===== config.mk =====
export PLATFORM = sky130hd
export DESIGN_NAME = chip8_exec_sched
export DESIGN_NICKNAME = d
export VERILOG_FILES = /design/src/rtl/chip8_exec_sched_pkg.sv /design/src/rtl/sched_tick_gen.sv /design/src/rtl/chip8_exec_sched.sv
export SDC_FILE = /design/constraint.sdc
export NUM_CORES = 1
export LEC_CHECK = 0
export ABC_CLOCK_PERIOD_IN_PS = 5340
export BUFFER_PORTS_ARGS = -buffer_cell sky130_fd_sc_hd__buf_2
export CAP_MARGIN = 10
export CORE_MARGIN = 2
export CORE_UTILIZATION = 45
export DETAILED_ROUTE_END_ITERATION = 8
export GPL_ROUTABILITY_DRIVEN = 0
export HOLD_SLACK_MARGIN = 0.12
export PLACE_DENSITY_LB_ADDON = 0.05
export RECOVER_POWER = 100
export SLEW_MARGIN = 15
export SYNTH_ARGS = -nofsm -noshare
export SYNTH_HDL_FRONTEND = slang
export SYNTH_SLANG_ARGS = --single-unit

===== constraint.sdc =====
create_clock -name clk -period 5.34 [get_ports clk]
set_input_delay 0.534 -clock clk [delete_from_list [all_inputs] [get_ports clk]]
set_output_delay 0.534 -clock clk [all_outputs]
set_load 0.005 [all_outputs]

===== src/rtl/chip8_exec_sched_pkg.sv =====
// chip8_exec_sched_pkg: scheduler state encoding and hex-display status word layout
package chip8_exec_sched_pkg;
   typedef enum logic [1:0] {
      HALT     = 2'd0,
      ISSUE    = 2'd1,
      WAIT     = 2'd2,
      THROTTLE = 2'd3
   } sched_state_t;
   localparam int ST_STATE_LSB = 14;
   localparam int ST_FAULT     = 13;
   localparam int ST_BP_HIT    = 12;
   localparam int ST_PC_MSB    = 11;
endpackage


===== src/rtl/sched_tick_gen.sv =====
// sched_tick_gen: frame counter 0..TICK_DIV-1 emitting a one-cycle wrap strobe (not a clock)
module sched_tick_gen #(
   parameter int TICK_DIV = 1666667
) (
   input  logic clk,
   input  logic rst,
   output logic wrap
);
   localparam int CW = TICK_DIV > 1 ? $clog2(TICK_DIV) : 1;
   logic [CW-1:0] cnt;
   assign wrap = cnt == CW'(TICK_DIV - 1);
   always_ff @(posedge clk) begin
      if (rst) cnt <= '0;
      else     cnt <= wrap ? '0 : cnt + CW'(1);
   end
endmodule


===== src/rtl/chip8_exec_sched.sv =====
// chip8_exec_sched: issues/throttles Chip-8 instructions, 60 Hz timer tick, run/step, retire timeout.
// Define CHIP8_SCHED_BP_EN to enable the PC breakpoint (bp_addr/bp_arm/bp_hit).
module chip8_exec_sched
   import chip8_exec_sched_pkg::*;
#(
   parameter int TICK_DIV        = 1666667,
   parameter int INSTR_PER_FRAME = 10,
   parameter int DONE_TIMEOUT    = 255
) (
   input  logic        clk,
   input  logic        rst,
   input  logic        run,
   input  logic        step,
   output logic        cpu_go,
   input  logic        cpu_done,
   input  logic [11:0] cpu_pc,
   output logic        timer_tick,
   output logic        halted,
   output logic        fault,
   output logic [15:0] status,
   input  logic [11:0] bp_addr,
   input  logic        bp_arm,
   output logic        bp_hit
);
   localparam int TW = $clog2(DONE_TIMEOUT + 1);
   sched_state_t  state, state_nx;
   logic          wrap, step_q, step_edge, single, retired, retire, timeout, bp_pend, issue;
   logic [7:0]    budget;
   logic [TW-1:0] tcnt;
   logic [11:0]   last_pc;

   sched_tick_gen #(.TICK_DIV(TICK_DIV)) u_tick (
      .clk (clk),
      .rst (rst),
      .wrap(wrap)
   );

   // A retire is registered first and acted on the following cycle, so a new go never
   // lands directly after cpu_done.
   always_comb begin
      issue     = state == ISSUE;
      step_edge = step & ~step_q;
      retire    = state == WAIT && !retired && cpu_done;
      timeout   = state == WAIT && !retired && !cpu_done && tcnt == TW'(DONE_TIMEOUT - 1);
      state_nx  = state;
      case (state)
         HALT:     state_nx = (!fault && (run || step_edge)) ? ISSUE : HALT;
         ISSUE:    state_nx = WAIT;
         WAIT:     state_nx = timeout ? HALT
                            : !retired ? WAIT
                            : (single || bp_pend || !run) ? HALT
                            : budget >= 8'(INSTR_PER_FRAME) ? THROTTLE : ISSUE;
         THROTTLE: state_nx = wrap ? (run ? ISSUE : HALT) : (run ? THROTTLE : HALT);
         default:  state_nx = HALT;
      endcase
   end

   always_ff @(posedge clk) begin
      if (rst) begin
         state      <= HALT;
         cpu_go     <= 1'b0;
         halted     <= 1'b1;
         timer_tick <= 1'b0;
         fault      <= 1'b0;
         step_q     <= 1'b0;
         single     <= 1'b0;
         retired    <= 1'b0;
         budget     <= '0;
         tcnt       <= '0;
         last_pc    <= '0;
      end else begin
         state      <= state_nx;
         cpu_go     <= state_nx == ISSUE;
         halted     <= state_nx == HALT;
         timer_tick <= wrap & run & ~fault;
         step_q     <= step;
         budget     <= (wrap ? 8'd0 : budget) + {7'd0, issue};
         tcnt       <= state == WAIT ? tcnt + TW'(1) : '0;
         retired    <= retire;
         if (timeout) fault <= 1'b1;
         if (state == HALT && state_nx == ISSUE) single <= !run;
         if (retire) last_pc <= cpu_pc;
      end
   end

`ifdef CHIP8_SCHED_BP_EN
   logic bp_match;
   assign bp_match = bp_arm && cpu_pc == bp_addr;
   always_ff @(posedge clk) begin
      if (rst) begin
         bp_pend <= 1'b0;
         bp_hit  <= 1'b0;
      end else if (retire) begin
         bp_pend <= bp_match;
         if (bp_match) bp_hit <= 1'b1;
      end
   end
`else
   logic bp_unused;
   assign bp_unused = ^{bp_addr, bp_arm};
   assign bp_pend   = 1'b0;
   assign bp_hit    = 1'b0;
`endif

   always_comb begin
      status                    = '0;
      status[ST_STATE_LSB +: 2] = state;
      status[ST_FAULT]          = fault;
      status[ST_BP_HIT]         = bp_hit;
      status[ST_PC_MSB:0]       = last_pc;
   end
endmodule


# Word level (Yosys, flattened, before mapping)
# Cells that the tools add are included.
# classes
reduce_logical	16
eq_ne	6
order_cmp	1
addsub	3
muxes	10
n_bitwise	6
# op_table
operator	count
$add A21 B1 Y21 const B	1
$eq A21 B21 Y1 const B	1
$mux W2	6
$add A8 B1 Y8	1
$add A8 B1 Y8 const B	1
$eq A8 B8 Y1 const B	1
$ge A8 B4 Y1 const B	1
$mux W8	1
$pmux W2 S4	1
$logic_and A1 B1 Y1	6
$eq A2 B1 Y1 const B	2
$eq A2 B2 Y1 const B	2
$logic_not A1 Y1	4
$logic_not A2 Y1	2
$reduce_or A2 Y1	2
$and A1 B1 Y1	3
$not A1 Y1	3
$logic_or A1 B1 Y1	2
$mux W1	2
# totals
elab_cells	54
input_bits	30
reg_bits	58

# Logic depth before layout (Yosys ltp)
# depth
depth_word	8
mapped_depth	11

# Modules after synthesis
# Synthesis repeated with hierarchy kept, for this count alone.
# hier_totals
cells_unflattened	284
area_unflattened_um2	2522.4
# modules_own_cells
module	area_each_um2	n_inst	cells_per_inst
chip8_exec_sched	1496.4	1	169
sched_tick_gen	1026.0	1	115

# Worst setup path after synthesis
# OpenSTA, ideal clock, no wires.
# synth_path
path_type	reg-to-reg
start	register u_tick.cnt[0]
end	register budget[2]
arrival_ns	2.263
setup_slack_ns	2.956
n_path_buf	0
path_stages_with_launch	11
period_less_slack_ns	2.384
path_cell_list	dfxtp_1 > inv_1 > ha_1 > or4b_1 > nor4b_1 > nand4_1 > and2_1 > ha_1 > ha_1 > nor2b_1 > mux2_2
# synth_between
elab_chain_cells	3
# synth_rtl
element	line	source
from (decl)	sched_tick_gen.sv:10	logic [CW-1:0] cnt;
from (signal assigned)	sched_tick_gen.sv:14	else cnt <= wrap ? '0 : cnt + CW'(1);
$eq A21 B21 Y1	sched_tick_gen.sv:11	assign wrap = cnt == CW'(TICK_DIV - 1);
$mux W8	chip8_exec_sched.sv:77	budget <= (wrap ? 8'd0 : budget) + {7'd0, issue};
$add A8 B1 Y8	chip8_exec_sched.sv:77	
to (signal assigned)	chip8_exec_sched.sv:77	
to (decl)	chip8_exec_sched.sv:28	logic [7:0] budget;
# Every way passes these cells.
# A chain may end at the register's enable or synchronous reset.

# Worst setup path in the final report
# Ends and elaborated chain as after synthesis.

==> qor.csv <==
stage;metric;value;unit
finish;nets;361;
finish;fillers;545;
synthesis;netlist.area_leader.share;0.4576;
synthesis;synth-xor-area-share;0.07249;
worst_setup_path;end_kind;flip-flop;
sta;min_period;2.752;ns
worst_setup_path;startpoint;u_tick.cnt[0];
synthesis;synth.distinct_cells;41;
hold_path;hold_class;in2reg;
detailed_routing;wl;5014;µm
synthesis;yosysSeqAreaShare;0.4576;
die;fp.dieW;79.09;µm
sta;slew-limit-headroom;0.2705;
detailed_routing;drtIter0Drc;93;
clocking;clk_pin_slew;0.06;ns
sta;finClkSkew;0.005190;ns
synthesis;yosys_warnings;0;
sta;rsz0062_at_grt;false;
worst_setup_path;rrSetupSlack;2.59;ns
worst_setup_path;r2r_start;u_tick.cnt[0];
detailed_routing;drc;0;
synthesis;synth_common_cells;dfxtp_1, nand2_1, nor2_1, a21oi_1, nand3_1;
clocking;htree_levels;3;
flow_run;drv_cap;0;
synthesis;synth_most_common_cell;dfxtp_1;
power_and_ir_drop;peakVddDrop;0.0001184;V
grt;grt_pass1_vias;1933;
power_and_ir_drop;p_sw_frac;0.2245;
synthesis;ys_seq_elements;58;
die;die_y;79.09;µm
synthesis;synth_edf_count;0;
finish;areaGrowthSynthToFinish;14.20;%
power_and_ir_drop;powerDensity;315.3;nW/µm²
clocking;ctsRootBufferMaster;clkbuf_8;
synthesis;syn_area;2537;µm²
clocking;ctsHoldBuffers;0;
finish;antenna_cells;0;
clocking;ctsLongestPathBuffers;2;
die;core_area;5473;µm²
hold_path;hold_depth;2;
sta;tns;0;ns
worst_setup_path;setup.worst_path.start_class;flip-flop;
power_and_ir_drop;power.internal;708.6;µW
sta;slew_violations;0;
grt;grt_pass1_wl;8597;µm
detailed_routing;wire_per_inst;12.47;µm
grt;grt_max_degree;27;
finish;final_util;0.5295;
sta;worst_pin_slew;1.094;ns
worst_setup_path;r2r_cells;10;
sta;hold_ws;0.4175;ns
clocking;cts_tree;yes;
sta;hold_violations;0;
die;dieArea;6255;µm²
clocking;post_cts_resized;0;
detailed_routing;via_per_inst;5.102;
power_and_ir_drop;p_leak;0.001046;µW
placed_design;port_buffers;35;
die;io_pins;51;
synthesis;avgSynthCellArea;8.750;µm²
clocking;insertion_delay;0.34;ns
grt;grt.overflow.total;0;
synthesis;synthSimpleGateAreaFrac;0.2781;
synthesis;synth_top_area_cell;dfxtp_1;
power_and_ir_drop;p_clk_frac;0.445;
sta;setup_viol;0;
placed_design;hpwl;3431;µm
synthesis;synth-compound-area-share;0.1021;
worst_setup_path;criticalPathCategory;reg2reg;
worst_setup_path;required;5.57;ns
finish;drive_above_1_share;0.1303;
synthesis;synthAdderAreaFrac;0.02959;
power_and_ir_drop;p_seq_frac;0.497;
detailed_routing;dr.pass1.iters;4;
synthesis;synthArstFlopShare;0;
clocking;cts_made_buffers;9;
clocking;post_cts_buffers;0;
die;rows;27;
die;initial_utilization;0.4636;
worst_setup_path;path_max_fanout;5;
clocking;cts.sinks;58;
hold_path;hold_start;step;
sta;period_share;0.5154;
detailed_routing;vias;2051;
worst_setup_path;crit_arrival;2.98;ns
synthesis;synth.area.top_cells;dfxtp_1, nand2_1, nor2_1;
worst_setup_path;rr_endpoint;budget[2];
status;status;complete, no violations;
synthesis;synth_top_family_by_area;simple AND/OR/NAND/NOR gates;
power_and_ir_drop;switching_power;205.2;µW
synthesis;synth-main-ff-cell;dfxtp_1;
synthesis;synthMuxAreaShare;0.004438;
grt;grt.total_usage;0.1775;
synthesis;syn_inst;290;
grt;antenna_found_initial;0;
power_and_ir_drop;power_frac_comb;0.059;
sta;max_clock_freq;0.3634;GHz
detailed_routing;ant_nets;0;
worst_setup_path;critPathCapture;budget[2];
cells in the final DEF (no fill, tap or decap), drive strengths merged, types with 2 or more instances in the layout:
master / instances
a21oi: 22
nor4b: 3
buf: 27
nor2b: 6
and3: 2
inv: 10
conb: 2
dfxtp: 58
o31ai: 4
or3: 7
nand3: 14
nor3: 4
or4b: 3
nand2: 37
o21ai: 11
xor2: 13
nor2: 33
clkbuf: 22
and2: 5
or4: 5
nor4: 2
o21a: 3
ha: 6
xnor2: 8
nand4: 7
nand2b: 2
and4: 4
cell families (layout without fill, tap and decap cells):
logic type | Yosys count | count (layout)
buf+inv | 22 | 61
compound gates | 44 | 44
mux | 1 | 1
xor+xnor | 21 | 21
other cells | 1 | 2
simple gates | 137 | 137
fa+ha+maj | 6 | 6
flops | 58 | 58
worst max-delay path, stage by stage (launching register included):
cell     delay, ns
dfxtp_1       0.34
inv_1         0.06
ha_1          0.13
or4b_1        0.48
nor4b_1       0.29
nand4_1       0.22
and2_1        0.22
ha_1          0.22
ha_1          0.24
nor2b_1       0.14
mux2_2        0.30
metal layers:
metal	vias up	GRT usage	share of wire
met5	-	0	0
met4	0	0.08793	0.022
met3	11	0.05568	0.048
met2	33	0.2932	0.46
met1	933	0.2076	0.47
li1	1074	-	-
power groups by stage:
stage / sequential (µW) / combinational [µW] / clock [µW]
4_1_cts: 454 / 54.6 / 419
5_1_grt: 456 / 62.0 / 440
3_5_place_dp: 464 / 54.0 / 0
6_report: 454 / 53.5 / 406
3_3_place_gp: 463 / 53.9 / 0
2_1_floorplan: 463 / 35.7 / 0
state kept, by name, summed over array words and instances (netlist names):
register	cells
budget	8
fault	1
u_tick.cnt	21
state	2
single	1
cpu_go	1
tcnt	8
last_pc	12
retired	1
step_q	1
timer_tick	1
halted	1
layout make-up:
type                            instances  area (µm²)  area share
Clock buffer                           14       162.7     0.05613
Timing Repair Buffer                   35       165.2     0.05699
Tap cell                               72       90.09     0.03109
Sequential cell                        58        1161      0.4007
Multi-Input combinational cell        211        1246      0.4301
Clock inverter                          2       35.03     0.01209
Inverter                               10       37.54     0.01295
stage by stage:
| step | instances | total power (µW) | setup slack (ns) | instance area [µm²] |
|---|---|---|---|---|
| 2_1_floorplan | 291 | 498.4 | 2.956 | 2541 |
| 3_3_place_gp | 386 | 517.1 | 2.583 | 2706 |
| 3_5_place_dp | 386 | 517.5 | 2.581 | 2706 |
| 4_1_cts | 402 | 927.0 | 2.591 | 2904 |
| 5_1_grt | 402 | 957.4 | 2.320 | 2898 |
| 6_report | 402 | 913.8 | 2.588 | 2898 |
how the worst min path moves through the flow:
stage / to / slack (ns)
floorplan: tcnt[0] / 0.44
detailed placement: last_pc[0] / 0.45
global route: step_q / 0.43
global placement: last_pc[11] / 0.44
CTS: step_q / 0.41
finish: step_q / 0.42
Power figures use the tool's default switching activity.
